$ cat src/rtl/tmds_pkg.sv
`default_nettype none
// ============================================================================
// Module   : tmds_pkg
// Purpose  : Shared definitions for the TMDS receive decoder. Holds the four
//            control-token codes, the control-token match helpers, the
//            10b->8b data decode function, the per-channel state encoding and
//            a helper that sizes counters from their terminal counts.
// Ports    : none (package)
// Revision : 1.0 - initial release
// ============================================================================
package tmds_pkg;

  // Control tokens as they appear on the wire (bit 9 .. bit 0).
  localparam logic [9:0] TOKEN_C00 = 10'h354;
  localparam logic [9:0] TOKEN_C01 = 10'h0AB;
  localparam logic [9:0] TOKEN_C10 = 10'h154;
  localparam logic [9:0] TOKEN_C11 = 10'h2AB;

  typedef enum logic [0:0] {
    SEARCH = 1'b0,
    LOCKED = 1'b1
  } chan_state_t;

  typedef struct packed {
    logic       valid;
    logic [1:0] c;       // {c1, c0}
  } ctrl_match_t;

  // Bits needed to hold any value 0..n.
  function automatic int cnt_width(input int n);
    return $clog2(n + 1);
  endfunction

  function automatic ctrl_match_t match_ctrl(input logic [9:0] w);
    ctrl_match_t m;
    m.valid = 1'b1;
    m.c     = 2'b00;
    case (w)
      TOKEN_C00: m.c = 2'b00;
      TOKEN_C01: m.c = 2'b01;
      TOKEN_C10: m.c = 2'b10;
      TOKEN_C11: m.c = 2'b11;
      default:   m.valid = 1'b0;
    endcase
    return m;
  endfunction

  // Token detect only, for places that have no use for the c bits.
  function automatic logic is_ctrl_token(input logic [9:0] w);
    return (w == TOKEN_C00) || (w == TOKEN_C01) ||
           (w == TOKEN_C10) || (w == TOKEN_C11);
  endfunction

  // Undo transition minimisation: bit 9 flags inversion, bit 8 selects
  // XOR versus XNOR chaining.
  function automatic logic [7:0] decode_data(input logic [9:0] d);
    logic [7:0] x;
    logic [7:0] q;
    x    = d[9] ? ~d[7:0] : d[7:0];
    q[0] = x[0];
    for (int i = 1; i < 8; i++) begin
      q[i] = d[8] ? (x[i] ^ x[i-1]) : ~(x[i] ^ x[i-1]);
    end
    return q;
  endfunction

endpackage
`default_nettype wire

$ cat src/rtl/tmds_rx_channel.sv
`default_nettype none
// ============================================================================
// Module   : tmds_rx_channel
// Purpose  : One TMDS lane: two-word history, bit-slip window select and the
//            SEARCH/LOCKED alignment state machine.
// Ports    : clk_25mhz  - pixel clock
//            reset      - synchronous, active-high
//            raw        - unaligned 10-bit word from the deserializer
//            window     - aligned 10-bit word at the current slip
//            is_ctrl    - window holds a control token
//            lock_next  - channel will be LOCKED after the coming edge
// Revision : 1.0 - initial release
// ============================================================================
module tmds_rx_channel
  import tmds_pkg::*;
#(
  parameter int CTRL_RUN     = 8,
  parameter int SEARCH_DWELL = 16,
  parameter int LINE_TIMEOUT = 1024
) (
  input  logic       clk_25mhz,
  input  logic       reset,
  input  logic [9:0] raw,
  output logic [9:0] window,
  output logic       is_ctrl,
  output logic       lock_next
);

  localparam int RUN_W   = cnt_width(CTRL_RUN);
  localparam int DWELL_W = cnt_width(SEARCH_DWELL);
  localparam int TMO_W   = cnt_width(LINE_TIMEOUT);

  logic [9:0]         cur;
  logic [9:0]         prev;
  logic [19:0]        hist;
  logic [3:0]         slip;
  chan_state_t        state;
  logic [RUN_W-1:0]   run;
  logic [DWELL_W-1:0] dwell;
  logic [TMO_W-1:0]   tmo;

  logic run_done;
  logic dwell_done;
  logic tmo_done;

  // prev arrived first, so it occupies the low (earlier) bits.
  assign hist = {cur, prev};

  always_comb begin
    window = hist[9:0];
    for (int k = 1; k < 10; k++) begin
      if (slip == 4'(k)) window = hist[k +: 10];
    end
  end

  assign is_ctrl = is_ctrl_token(window);

  assign run_done   = is_ctrl && (run == RUN_W'(CTRL_RUN - 1));
  assign dwell_done = (dwell == DWELL_W'(SEARCH_DWELL - 1));
  assign tmo_done   = !is_ctrl && (tmo == TMO_W'(LINE_TIMEOUT - 1));

  // Exposed one edge early so the top can register lock and the matching
  // pixel on the same edge.
  assign lock_next = (state == SEARCH) ? run_done : !tmo_done;

  always_ff @(posedge clk_25mhz) begin
    if (reset) begin
      cur   <= '0;
      prev  <= '0;
      slip  <= '0;
      state <= SEARCH;
      run   <= '0;
      dwell <= '0;
      tmo   <= '0;
    end else begin
      cur  <= raw;
      prev <= cur;
      case (state)
        SEARCH: begin
          // Lock takes priority over a dwell expiry on the same cycle.
          if (run_done) begin
            state <= LOCKED;
            run   <= '0;
            dwell <= '0;
            tmo   <= '0;
          end else if (dwell_done) begin
            slip  <= (slip == 4'd9) ? 4'd0 : slip + 4'd1;
            run   <= '0;
            dwell <= '0;
          end else begin
            run   <= is_ctrl ? run + RUN_W'(1) : '0;
            dwell <= dwell + DWELL_W'(1);
          end
        end
        LOCKED: begin
          // Dropping lock keeps the slip: a brief outage usually means the
          // alignment is still right.
          if (tmo_done) begin
            state <= SEARCH;
            run   <= '0;
            dwell <= '0;
            tmo   <= '0;
          end else begin
            tmo <= is_ctrl ? '0 : tmo + TMO_W'(1);
          end
        end
        default: state <= SEARCH;
      endcase
    end
  end

endmodule
`default_nettype wire

$ cat src/rtl/tmds_rx_decoder.sv
`default_nettype none
// ============================================================================
// Module   : tmds_rx_decoder
// Purpose  : Three-lane TMDS receiver. Each lane aligns itself independently;
//            this level decodes the aligned words, merges them into RGB
//            pixels plus sync/de, and flags lanes that disagree on de.
// Ports    : clk_25mhz  - pixel clock
//            reset      - synchronous, active-high
//            in_red     - raw red TMDS word, bit 0 received first
//            in_green   - raw green TMDS word
//            in_blue    - raw blue TMDS word
//            out_pixel  - {red, green, blue} decoded data
//            out_de     - data enable
//            out_hsync  - blue control bit c0
//            out_vsync  - blue control bit c1
//            out_locked - all three lanes locked
//            out_err    - one-cycle pulse on inter-lane de disagreement
// Revision : 1.0 - initial release
// ============================================================================
module tmds_rx_decoder
  import tmds_pkg::*;
#(
  parameter int CTRL_RUN     = 8,
  parameter int SEARCH_DWELL = 16,
  parameter int LINE_TIMEOUT = 1024
) (
  input  logic        clk_25mhz,
  input  logic        reset,
  input  logic [9:0]  in_red,
  input  logic [9:0]  in_green,
  input  logic [9:0]  in_blue,
  output logic [23:0] out_pixel,
  output logic        out_de,
  output logic        out_hsync,
  output logic        out_vsync,
  output logic        out_locked,
  output logic        out_err
);

  // Lane index: 0 = blue, 1 = green, 2 = red.
  logic [9:0]  raw [3];
  logic [9:0]  win [3];
  logic [2:0]  is_ctrl;
  logic [2:0]  lock_next;

  logic        all_lock;
  logic        all_ctrl;
  logic        any_ctrl;
  ctrl_match_t blue_tok;
  logic [23:0] pixel_d;

  assign raw[0] = in_blue;
  assign raw[1] = in_green;
  assign raw[2] = in_red;

  generate
    for (genvar g = 0; g < 3; g++) begin : g_chan
      tmds_rx_channel #(
        .CTRL_RUN     (CTRL_RUN),
        .SEARCH_DWELL (SEARCH_DWELL),
        .LINE_TIMEOUT (LINE_TIMEOUT)
      ) u_chan (
        .clk_25mhz (clk_25mhz),
        .reset     (reset),
        .raw       (raw[g]),
        .window    (win[g]),
        .is_ctrl   (is_ctrl[g]),
        .lock_next (lock_next[g])
      );
    end
  endgenerate

  assign all_lock = &lock_next;
  assign all_ctrl = &is_ctrl;
  assign any_ctrl = |is_ctrl;

  // Blue alone carries sync; red/green control bits are not used.
  always_comb begin
    blue_tok = match_ctrl(win[0]);
  end

  assign pixel_d = {decode_data(win[2]), decode_data(win[1]), decode_data(win[0])};

  always_ff @(posedge clk_25mhz) begin
    if (reset) begin
      out_pixel  <= '0;
      out_de     <= 1'b0;
      out_hsync  <= 1'b0;
      out_vsync  <= 1'b0;
      out_locked <= 1'b0;
      out_err    <= 1'b0;
    end else begin
      out_locked <= all_lock;
      if (!all_lock) begin
        out_pixel <= '0;
        out_de    <= 1'b0;
        out_hsync <= 1'b0;
        out_vsync <= 1'b0;
        out_err   <= 1'b0;
      end else begin
        out_err <= any_ctrl && !all_ctrl;
        if (blue_tok.valid) begin
          out_pixel <= '0;
          out_de    <= 1'b0;
          out_hsync <= blue_tok.c[0];
          out_vsync <= blue_tok.c[1];
        end else begin
          // Sync levels persist through the active region.
          out_pixel <= pixel_d;
          out_de    <= 1'b1;
        end
      end
    end
  end

endmodule
`default_nettype wire

$ cat config.mk
export PLATFORM = sky130hd
export DESIGN_NAME = tmds_rx_decoder
export DESIGN_NICKNAME = d
export VERILOG_FILES = /design/src/rtl/tmds_pkg.sv /design/src/rtl/tmds_rx_channel.sv /design/src/rtl/tmds_rx_decoder.sv
export SDC_FILE = /design/constraint.sdc
export NUM_CORES = 1
export LEC_CHECK = 0
export ABC_AREA = 1
export CORE_ASPECT_RATIO = 0.9
export CORE_MARGIN = 5
export CORE_UTILIZATION = 55
export DETAILED_ROUTE_END_ITERATION = 10
export GPL_ROUTABILITY_DRIVEN = 0
export PLACE_DENSITY = 0.74
export SYNTH_ARGS = -nofsm -noshare
export SYNTH_HDL_FRONTEND = slang
export SYNTH_HIERARCHICAL = 1
export SYNTH_SLANG_ARGS = --single-unit
$ cat constraint.sdc
create_clock -name clk_25mhz -period 2.6 [get_ports clk_25mhz]
set_input_delay 0.52 -clock clk_25mhz [delete_from_list [all_inputs] [get_ports clk_25mhz]]
set_output_delay 0.52 -clock clk_25mhz [all_outputs]
set_load 0.005 [all_outputs]
* After elaboration in Yosys (flattened, before gate mapping)
Index checks and enable logic that the tools add are counted.
** Operators by class
- Eq/ne operators :: 54
- Shift operators :: 0
- $lt $le $gt $ge :: 0
- Reductions and logical operators :: 32
- Divide/modulo/power cells :: 0
- Add/sub/neg operators :: 12
- Bitwise gates (word level) :: 52
- Multiply operators :: 0
- Muxes and demuxes :: 108
** Operators with widths (count)
- 2-to-1 mux 10 bit :: 27
- 2-to-1 mux 11 bit :: 9
- one-hot mux 11 bit (2 select lines) :: 3
- == test 10 bit (second input constant) :: 6
- == test 4 x 3 -> 1 bit (second input constant) :: 15
- 2-to-1 mux 4 bit :: 15
- 2-to-1 mux 5 bit :: 9
- adder 11 x 1 -> 11 bit (second input constant) :: 3
- == test 11 x 10 -> 1 bit (second input constant) :: 3
- 2-to-1 mux 1 bit :: 32
- == test 10 x 8 -> 1 bit (second input constant) :: 3
- == test 10 x 9 -> 1 bit (second input constant) :: 3
- one-hot mux 5 bit (2 select lines) :: 3
- inverter 1 bit :: 28
- adder 4 x 1 -> 4 bit (second input constant) :: 6
- == test 4 x 2 -> 1 bit (second input constant) :: 6
- == test 4 bit (second input constant) :: 6
- 2-to-1 mux 8 bit :: 3
- inverter 8 bit :: 3
- one-hot mux 4 bit (2 select lines) :: 3
- XOR 1 bit :: 21
- adder 5 x 1 -> 5 bit (second input constant) :: 3
- == test 5 x 4 -> 1 bit (second input constant) :: 3
- AND reduction 3 bit :: 5
- 11 further kinds :: 40
** Word-level totals
- Latch bits :: 0
- Flip-flop bits (word level) :: 164
- Word-level logic and storage cells :: 285
- Input bits :: 32
- Memories kept :: 0
- Bits in writable memories :: 0
- Bits in read-only memories :: 0

* Depth between registers and ports, before layout
- Word-level depth :: 21
- Gate-level depth with buffers :: 27
- Mapped depth without buffers :: 25

* Hierarchy
Netlist, hierarchy kept.
** By module, submodules not included
- tmds_rx_channel at g_chan[0].u_chan ... :: seq. area each 900.9 µm², instances 2, cells each 519, area an instance 3173.0 µm²
- tmds_rx_channel at g_chan[1].u_chan :: seq. area each 900.9 µm², instances 1, cells each 520, area an instance 3158.0 µm²
- tmds_rx_decoder :: seq. area each 580.6 µm², instances 1, cells each 137, area an instance 1283.7 µm²

* Worst setup path after synthesis
OpenSTA, ideal clock, no wires.
- Path type :: register to register
- Start :: register g_chan[2].u_chan.slip[0]
- End :: register out_pixel[10]
- Clock period less this slack :: 2.883 ns
- Data required time :: 2.538 ns
- Path slack :: -0.283 ns
- Stages on the path, launching flop included :: 25
- Arrival :: 2.821 ns
- Buffers on the path :: 2
- Cells stage by stage :: dfxtp_1 -> inv_1 -> nand2_1 -> inv_1 -> nand2_2 -> nand3_1 -> nand3_1 -> nand2_1 -> nand2_1 -> nand3_1 -> nand3_1 -> nand2_1 -> a21oi_1 -> nand3_1 -> nor2_2 -> nand2_2 -> nand2_4 -> nand2_4 -> buf_6 -> nand2_1 -> nand3_1 -> nor2_8 -> nand3_4 -> buf_6 -> nor2_2
** RTL lines
- start: declaration :: line tmds_rx_channel.sv:36 : logic [3:0] slip;
- start signal: assignment :: line tmds_rx_channel.sv:87 : slip <= (slip == 4'd9) ? 4'd0 : slip + 4'd1;
- end signal: assignment :: line tmds_rx_decoder.sv:109 : out_pixel <= pixel_d;
- end: declaration :: line tmds_rx_decoder.sv:32 : output logic [23:0] out_pixel,

* Worst setup path in the final report
- Start :: register g_chan[0].u_chan.slip[2]
- End :: register out_pixel[7]
** Between the ends
- Cells in the longest elaborated chain, start to end :: 21
- Elaborated cells on any way between the ends :: 40
- Classes of those cells :: 13 x eq/ne; 13 x mux; 4 x bitwise; 10 x reduce/logical
** Ends and longest elaborated chain
- start: declaration :: line tmds_rx_channel.sv:36
- start signal: assignment :: line tmds_rx_channel.sv:87
- == test 4 x 1 -> 1 bit :: line tmds_rx_channel.sv:52 : if (slip == 4'(k)) window = hist[k +: 10];
- 2-to-1 mux 10 bit (8 in series) :: line tmds_rx_channel.sv:52
- 2-to-1 mux 10 bit (*) :: line tmds_rx_channel.sv:52
- == test 10 bit or == test 10 x 8 -> 1 bit (tied branches) :: line tmds_pkg.sv:50 : return (w == TOKEN_C00) || (w == TOKEN_C01) ||
- logical OR 1 bit (2 in series) :: line tmds_pkg.sv:50
- logical OR 1 bit (*) :: line tmds_pkg.sv:51 : (w == TOKEN_C10) || (w == TOKEN_C11);
- via is_ctrl[0] :: line tmds_rx_decoder.sv:43 : logic [2:0] is_ctrl;
- logical NOT 1 bit :: line tmds_rx_channel.sv:60 : assign tmo_done = !is_ctrl && (tmo == TMO_W'(LINE_TIMEOUT - 1));
- logical AND 1 bit :: line tmds_rx_channel.sv:60
- logical NOT 1 bit :: line tmds_rx_channel.sv:64 : assign lock_next = (state == SEARCH) ? run_done : !tmo_done;
- 2-to-1 mux 1 bit (*) :: line tmds_rx_channel.sv:64
- via lock_next[0] :: line tmds_rx_decoder.sv:44 : logic [2:0] lock_next;
- AND reduction 3 bit (*) :: line tmds_rx_decoder.sv:73 : assign all_lock = &lock_next;
- inverter 1 bit (no source line) (*)
- OR reduction 3 bit (no source line) (*)
The timed path passes the listed nets; every way through them passes the cells marked *.
A chain may end at the register's enable or synchronous reset.

==> results.yml <==
clock_network:
  tritoncts: "built"
  cts_made_buffers: 17
  clk_pin_slew_worst_paths_ns: 0.07
  cts-hold-fix-buffers: 0
  cts_buffer_depth: 2
  root_buffer: "clkbuf_16"
  h-tree-depth: 4
  insertion_delay_ns: 0.43
  numClockSinks: 164
power_and_ir_drop:
  leakage_nw: 6.58
  p_per_area_nw_per_um2: 396
  design_power_total_mw: 5.76
  irDropWorstVdd_mv: 0.386
yosys:
  yosysWarningCount: 6
  number_of_instances_in_the_synthesized_netlist: 1695
  post_synth_instance_area_sq_um: 10800
  synth.yosys.seq_area_share: 0.304
  ys_ff_latch: 164
  postSynthAreaPerCell_sq_um: 6.36
  ys_types: 38
  syn-num-nets: 1736
global_route:
  grt_first_pass_wirelength_microns: 49300
  via_count_of_the_first_global_routing_pass: 10457
  largest_net_degree_at_the_start_of_global_routing: 47
  globalRoute.totalOverflow: 0
  gr-usage-all-layers: 0.259
  use_met1: 0.350
  grt_busiest_layer: "met2"
  globalRouteMet3Util: 0.0436
  global_route.usage.met2: 0.427
  antenna_found_initial: 0
final_layout:
  finalCoreUtilization: 0.757
  layout.cells.most_common: "nand2_1"
  final_layout_size_suffix_gt1_frac: 0.258
  post_layout_nonfiller_instances: 2172
  stdcell_area_sq_um: 14500
  fin_nets: 1950
  layout.cells.most_common_list: "312 x nand2_1, 213 x inv_1, 192 x nand3_1"
  antennaDiodeCount: 0
  area.growth.synth_to_final_pct: 34.8
drt:
  aggregate_routed_wire_length_microns: 33600
  ant_nets: 0
  post_drt_via_cell_ratio: 5.62
  drcViolationCount: 0
  drt-pass1-iter-count: 8
  drt_iter0_markers: 1281
  route.detailed.wl_per_inst_microns: 15.5
  route.vias.total: 12199
floorplan:
  floorplan.rows: 48
  core_area_sq_um: 19200
  floorplan.initialDensity: 0.561
  dieArea_sq_um: 22500
  io_pins: 61
  fp.dieH_microns: 143
  chipWidth_microns: 158
placed_design:
  placedCellCount: 2098
  placement.io_buffers: 60
  pre_cts_slack_ns: -0.309
  place_area_sq_um: 12600
  post-dp-hpwl_microns: 20800
sta:
  finalCritPeriodShare: 1.15
  setup_repair_after_global_routing_missed_its_margin: "true"
  finalHoldWorstSlack_ns: 0.401
  fin_tns_setup_ns: -19.46
  final-max-slew-violation-count: 0
  max_freq_mhz: 334
  worst_slack_ns: -0.392
  final_setup_fails: 80
  worstMarginPinSlew_ns: 0.932
  max_slew_margin: 0.375
  fin_crit_ns: 2.99
  clock-skew-final_ns: 0.0101
  finalHoldViolCount: 0
critical_path:
  critPathCaptureType: "flop"
  setup.worst_path.class: "flop to flop"
  worstPathMaxFanout: 7
  worst_ep_arrival_time_ns: 3.36
  worst_setup_path_start_kind: "flop"
  cp.required_ns: 2.97
  cp_slowest_cell: "dfxtp_4"
  critical_path.startpoint: "g_chan[0].u_chan/slip[2]"
  setup.reg_to_reg.worst_slack_ns: -0.39
  cpPeakStageDelay_ns: 0.37
  r2r_start: "g_chan[0].u_chan/slip[2]"
  worst_path_most_repeated_cell: "nand2_1"
hold_path:
  min_from: "g_chan[0].u_chan/cur[9]"
  classification_of_the_worst_slack_hold_path: "flop to flop"
status:
  violations: "negative setup slack"
  run_status: "complete, but fails checks"
flow_run:
  max_cap_violations: 0
critical path, delay by kind of cell, from the launching register on:
| family | cells | cell delay [ns] |
|---|---|---|
| AND/OR/NAND/NOR | 23 | 2.11 |
| flip-flops | 1 | 0.37 |
| buffers and inverters | 2 | 0.41 |
routing by layer:
layer  routed length, microns  part of all wire
met1                    13700              0.41
met2                    16100              0.48
met3                     2570             0.077
met4                     1170             0.035
met5                        0                 0
logic make-up (layout without fill, tap and decap cells):
logic type               after synthesis  after routing  share of synthesized area
AO/OA/AOI/OAI                        252            252                      0.124
XOR/XNOR                              61             61                     0.0495
adder cells (fa/ha/maj)                9              9                     0.0104
buffers and inverters                329            555                      0.132
flip-flops                           164            164                      0.304
AND/OR/NAND/NOR                      880            881                      0.380
power by group:
part / switching (mW) / internal, mW
clock: 1.12 / 1.55
combinational: 0.280 / 0.200
sequential: 0.0533 / 2.56
total: 1.45 / 4.31
area by class of cell:
type	instances	area [sq um]
inverter	256	1000
fill	1393	4670
sequential	164	3320
clock buffer	18	439
clock inverter	14	174
timing repair buffer	267	2560
multi-input combinational	1203	6740
tap	250	313
synth_stat cells (all sizes together):
cell type,count,area share
a21oi,172,0.083
and2,3,0.0017
nor2,211,0.091
a31oi,3,0.0017
inv,247,0.086
and3,1,0.00058
nand4,48,0.028
o21ai,62,0.029
o22ai,3,0.0017
nand3,236,0.12
xor2,55,0.045
o211ai,6,0.0042
a22oi,3,0.0021
o21bai,3,0.0021
clkbuf,27,0.0094
nor3,6,0.0032
clkinv,9,0.0031
or2,5,0.0029
xnor2,6,0.0049
nor4,3,0.0017
nand2,367,0.13
buf,46,0.033
dfxtp,164,0.30
ha,9,0.010
path summary, 6_finish.rpt:
| path | end | depth (start not counted) |
|---|---|---|
| worst max register to register | out_pixel[7] | 25 |
| worst min-delay path | g_chan[0].u_chan/prev[9] | 2 |
| worst min register to register | g_chan[0].u_chan/prev[9] | 2 |
| worst max-delay path | out_pixel[7] | 25 |
sequential cells by signal, summed over array words and instances, names as in the netlist:
signal	count
g_chan.u_chan/tmo	33
g_chan.u_chan/cur	30
g_chan.u_chan/prev	30
out_pixel	24
g_chan.u_chan/dwell	15
g_chan.u_chan/run	12
g_chan.u_chan/slip	12
g_chan.u_chan/state	3
out_de	1
out_err	1
out_hsync	1
out_locked	1
out_vsync	1
repair_timing:
item                       CTS  global route
pin swaps                    9            65
hold endpoints to repair     0             0
setup endpoints to repair   94           104
gates cloned                 2            11
buffers inserted             5            26
resized for setup           42           186
Power figures use the tool's default switching activity.
